<file path="config.mk">
export PLATFORM = sky130hd
export DESIGN_NAME = debounce_ena
export DESIGN_NICKNAME = d
export VERILOG_FILES = /design/src/rtl/debounce_ena.sv
export SDC_FILE = /design/constraint.sdc
export NUM_CORES = 1
export LEC_CHECK = 0
export CAP_MARGIN = 5
export CORE_MARGIN = 2
export CORE_UTILIZATION = 29
export CTS_CLUSTER_SIZE = 40
export DETAILED_ROUTE_END_ITERATION = 10
export GPL_TIMING_DRIVEN = 0
export PLACE_DENSITY = 0.52
export SLEW_MARGIN = 30
export SYNTH_ARGS = -nofsm -noshare
export SYNTH_HDL_FRONTEND = slang
export SYNTH_SLANG_ARGS = --single-unit
</file>
<file path="constraint.sdc">
create_clock -name clk -period 4.05 [get_ports clk]
set_clock_uncertainty 0.15 [all_clocks]
set_input_delay 0.6075 -clock clk [delete_from_list [all_inputs] [get_ports clk]]
set_output_delay 0.6075 -clock clk [all_outputs]
set_load 0.05 [all_outputs]
</file>
<file path="src/rtl/debounce_ena.sv">
// Purpose: push-button debouncer sampled on ena_db ticks; accepts a new level after N_STABLE agreeing samples.
// Latency: 2 clk synchroniser + N_STABLE ticks; btn_db, press and release_pulse are registered on the accepting edge.
// Backpressure: none; ena_db is a free-running sample strobe and the pulses carry no handshake.
`timescale 1ns/1ps

module debounce_ena #(
    parameter int N_STABLE = 4
) (
    input  logic clk,
    input  logic rst,
    input  logic ena_db,
    input  logic btn_in,
    output logic btn_db,
    output logic press,
    // 'release' is a reserved word in SystemVerilog, so the release pulse carries a suffix
    output logic release_pulse
);

    typedef enum logic [1:0] {
        STABLE_LO = 2'd0,
        WAIT_HI   = 2'd1,
        STABLE_HI = 2'd2,
        WAIT_LO   = 2'd3
    } state_t;

    // cnt holds the number of agreeing samples seen so far in a WAIT state;
    // reaching N_LAST means the sample being taken now is the N_STABLE-th.
    localparam logic [3:0] N_LAST = 4'(N_STABLE - 1);

    logic   s1;
    logic   s2;
    state_t state;
    logic [3:0] cnt;

    // Two-flop synchroniser for the asynchronous button, clocked every cycle
    always_ff @(posedge clk or posedge rst) begin
        if (rst) begin
            s1 <= 1'b0;
            s2 <= 1'b0;
        end else begin
            s1 <= btn_in;
            s2 <= s1;
        end
    end

    // Debounce FSM: advances only on ena_db, outputs registered alongside the state
    always_ff @(posedge clk or posedge rst) begin
        if (rst) begin
            state         <= STABLE_LO;
            cnt           <= 4'd0;
            btn_db        <= 1'b0;
            press         <= 1'b0;
            release_pulse <= 1'b0;
        end else begin
            press         <= 1'b0;
            release_pulse <= 1'b0;
            if (ena_db) begin
                case (state)
                    STABLE_LO: begin
                        if (s2) begin
                            if (N_STABLE == 1) begin
                                state  <= STABLE_HI;
                                cnt    <= 4'd0;
                                btn_db <= 1'b1;
                                press  <= 1'b1;
                            end else begin
                                state <= WAIT_HI;
                                cnt   <= 4'd1;
                            end
                        end
                    end
                    WAIT_HI: begin
                        if (!s2) begin
                            // one disagreeing sample cancels the attempt
                            state <= STABLE_LO;
                            cnt   <= 4'd0;
                        end else if (cnt == N_LAST) begin
                            state  <= STABLE_HI;
                            cnt    <= 4'd0;
                            btn_db <= 1'b1;
                            press  <= 1'b1;
                        end else begin
                            cnt <= cnt + 4'd1;
                        end
                    end
                    STABLE_HI: begin
                        if (!s2) begin
                            if (N_STABLE == 1) begin
                                state         <= STABLE_LO;
                                cnt           <= 4'd0;
                                btn_db        <= 1'b0;
                                release_pulse <= 1'b1;
                            end else begin
                                state <= WAIT_LO;
                                cnt   <= 4'd1;
                            end
                        end
                    end
                    WAIT_LO: begin
                        if (s2) begin
                            state <= STABLE_HI;
                            cnt   <= 4'd0;
                        end else if (cnt == N_LAST) begin
                            state         <= STABLE_LO;
                            cnt           <= 4'd0;
                            btn_db        <= 1'b0;
                            release_pulse <= 1'b1;
                        end else begin
                            cnt <= cnt + 4'd1;
                        end
                    end
                    default: begin
                        state  <= STABLE_LO;
                        cnt    <= 4'd0;
                        btn_db <= 1'b0;
                    end
                endcase
            end
        end
    end

endmodule

</file>
==> insert_results.sql <==
INSERT INTO impl_metrics (metric_group, metric, value, unit) VALUES
('status', 'run_status', 'completed', ''),
('timing', 'clock.fmax', '460.3', 'MHz'),
('yosys', 'syn-mean-instance-area', '11.69', 'µm²'),
('place', 'io_buffer_count', '6', ''),
('yosys', 'synth_edf_count', '0', ''),
('yosys', 'post-synth-top-count-cell', 'dfrtp_1', ''),
('timing', 'fin_hold_viols', '0', ''),
('yosys', 'syn-num-nets', '46', ''),
('clocking', 'cts_made_buffers', '3', ''),
('timing', 'setup_tns', '0', 'ps'),
('die', 'fp.dieW', '44.65', 'µm'),
('route', 'routedWlPerCell', '11.66', 'µm'),
('clocking', 'clk_pin_slew', '60', 'ps'),
('place', 'dpl_wire_length', '566.9', 'µm'),
('cells_and_area', 'layout.filler_cells', '147', ''),
('power_and_ir_drop', 'max-vdd-ir-drop', '0.0001655', 'V'),
('setup_path', 'critical_path.slowest_cell', 'clkdlybuf4s50_1', ''),
('die', 'core_area', '1524', 'µm²'),
('place', 'place.gp.congestion', '0.6604', ''),
('clocking', 'cts.sink_count', '11', ''),
('timing', 'hold_slack', '199.4', 'ps'),
('route', 'routed_via_density', '4.866', ''),
('timing', 'timing.final.crit_share', '53.64', '%'),
('run', 'max-cap-violations', '0', ''),
('setup_path', 'critPathTopFamily', 'buffers and inverters', ''),
('min_path', 'hp-class', 'register to register', ''),
('die', 'pin_count', '7', ''),
('global_route', 'first_global_vias', '315', ''),
('yosys', 'post_synth_top_area_share', '57.44', '%'),
('timing', 'fin_ws', '1877', 'ps'),
('power_and_ir_drop', 'power-per-cell-area', '500.2', 'nW/µm²'),
('clocking', 'clock_insertion_delay_worst_skew', '260', 'ps'),
('timing', 'final_max_slew_viol_count', '0', ''),
('die', 'fp.dieArea', '1994', 'µm²'),
('yosys', 'ys_seq_elements', '11', ''),
('timing', 'finalSetupViolCount', '0', ''),
('cells_and_area', 'antennaDiodeCount', '0', ''),
('setup_path', 'cells_along_the_critical_path', 'clkdlybuf4s50_1', ''),
('cells_and_area', 'share_of_final_layout_standard_cells_stronger_than_drive_strength_1', '9.804', '%'),
('clocking', 'cts-htree-levels', '1', ''),
('setup_path', 'wp_data_required', '3290', 'ps'),
('place', 'dpl_worst_slack', '1969', 'ps'),
('clocking', 'clock_path_buffers', '2', ''),
('timing', 'final.min_clock_period', '2173', 'ps'),
('timing', 'rsz0062_at_grt', 'false', ''),
('timing', 'tightest_slew', '489.5', 'ps'),
('die', 'die-height', '44.65', 'µm'),
('global_route', 'grt_start_max_net_pins', '12', ''),
('global_route', 'initial_antenna_violation_count', '0', ''),
('route', 'detailedRoute.firstPassIterationCount', '3', ''),
('route', 'detailedRoute.firstIterationViolations', '5', ''),
('route', 'postRouteWirelength', '781', 'µm'),
('route', 'detail_route.drc_violations', '0', ''),
('yosys', 'synth_area_leaders', 'dfrtp_1 (57%), o2bb2ai_1 (5.5%), nor3b_2 (5.2%)', ''),
('clocking', 'post-cts-setup-buffers', '0', ''),
('setup_path', 'critical_path.max_stage_delay', '800', 'ps'),
('timing', 'timing.max_slew.rel_slack', '67.27', '%'),
('setup_path', 'crit_arrival', '1420', 'ps'),
('die', 'core.rowCount', '14', ''),
('setup_path', 'crit_buf_inv', '1', ''),
('clocking', 'ctsHoldBuffers', '0', ''),
('setup_path', 'capturing_element_type_of_the_critical_path', 'primary output', ''),
('yosys', 'synth_area', '479.2', 'µm²'),
('yosys', 'postSynth.topFlopCell', 'dfrtp_1', ''),
('setup_path', 'path_class', 'register to primary output', ''),
('yosys', 'ys.warnings.count', '0', ''),
('setup_path', 'critical_path.startpoint_type', 'register', ''),
('global_route', 'grt_overflow', '0', ''),
('setup_path', 'worstPathMaxFanout', '3', ''),
('clocking', 'post_cts_resize_count', '0', ''),
('clocking', 'root_buffer', 'clkbuf_4', '');
worst register-to-register path, cell delays in order, from the launching register on:
cell	delay (ps)
dfrtp_1	400
ha_1	210
and3b_1	200
nor3b_2	220
nor3b_2	200
final cells by class:
cell class,instances,area (µm²),share of cell area (%)
Clock buffer,4,26.28,4.487
Timing Repair Buffer,6,60.06,10.26
Sequential cell,11,275.3,47.01
Tap cell,16,20.02,3.419
Inverter,4,15.01,2.564
Multi-Input combinational cell,26,188.9,32.26
state kept, by name, summed over array words and instances (netlist names), named ones only:
register / count
release_pulse: 1
s2: 1
cnt: 4
press: 1
btn_db: 1
s1: 1
state: 1
routing by layer:
layer  track usage [%]  part of all wire (%)
met1             13.67                    50
met2             13.62                    42
met3             6.531                   7.6
met4             1.818                     0
met5                 0                     0
power by group:
part           total, µW  switching (µW)  internal, µW
Sequential           153            23.3           130
Combinational       67.6            40.0          27.6
Clock               72.0            34.0          38.0
Total                293            97.2           196
logic make-up (layout without fill, tap and decap cells):
logic type,after synthesis,after routing,share of synthesized area (%)
multiplexers,1,1,2.089
flip-flops,11,11,57.44
AND/OR/NAND/NOR,11,11,16.19
adder cells (fa/ha/maj),1,1,2.611
XOR/XNOR,1,1,1.828
buffers and inverters,4,14,3.132
AO/OA/AOI/OAI,12,12,16.71
through the flow:
step	utilization, %	power, µW	instances	cell area, µm²
6_report	38.42	292.9	67	585.6
5_1_grt	38.42	317.8	67	585.6
4_1_cts	38.42	297.5	67	585.6
3_5_place_dp	36.70	222.3	63	559.3
3_3_place_gp	36.70	222.2	63	559.3
2_1_floorplan	-	201.9	41	479.2
cell usage in the layout (no fill, tap or decap):
master            n
dfrtp_1          11
clkdlybuf4s50_1   6
inv_1             4
o21ai_0           3
o2bb2ai_1         3
clkbuf_4          3
nor3b_2           2
nor2b_1           2
nand2_1           2
a21oi_1           2
and3b_1           1
nand4b_1          1
o221ai_1          1
nand2b_1          1
xor2_1            1
o311ai_0          1
nor2_1            1
o21ai_1           1
nand3_1           1
mux2i_1           1
a31oi_1           1
ha_1              1
clkbuf_1          1
final timing paths:
| path | start | to | slack, ps | cells past startpoint |
|---|---|---|---|---|
| max | btn_db$_DFFE_PP0P_ | btn_db | 1880 | 1 |
| min | s1$_DFF_PP0_ | s2$_DFF_PP0_ | 200 | 0 |
| max reg2reg | cnt[0]$_DFFE_PP0P_ | release_pulse$_DFF_PP0_ | 2590 | 4 |
| min reg2reg | s1$_DFF_PP0_ | s2$_DFF_PP0_ | 200 | 0 |
| max in group asynchronous | rst | s2$_DFF_PP0_ | 2970 | 2 |
| min in group asynchronous | rst | async pin | 480 | 2 |
Note: power is estimated with default switching activity, not from simulation.
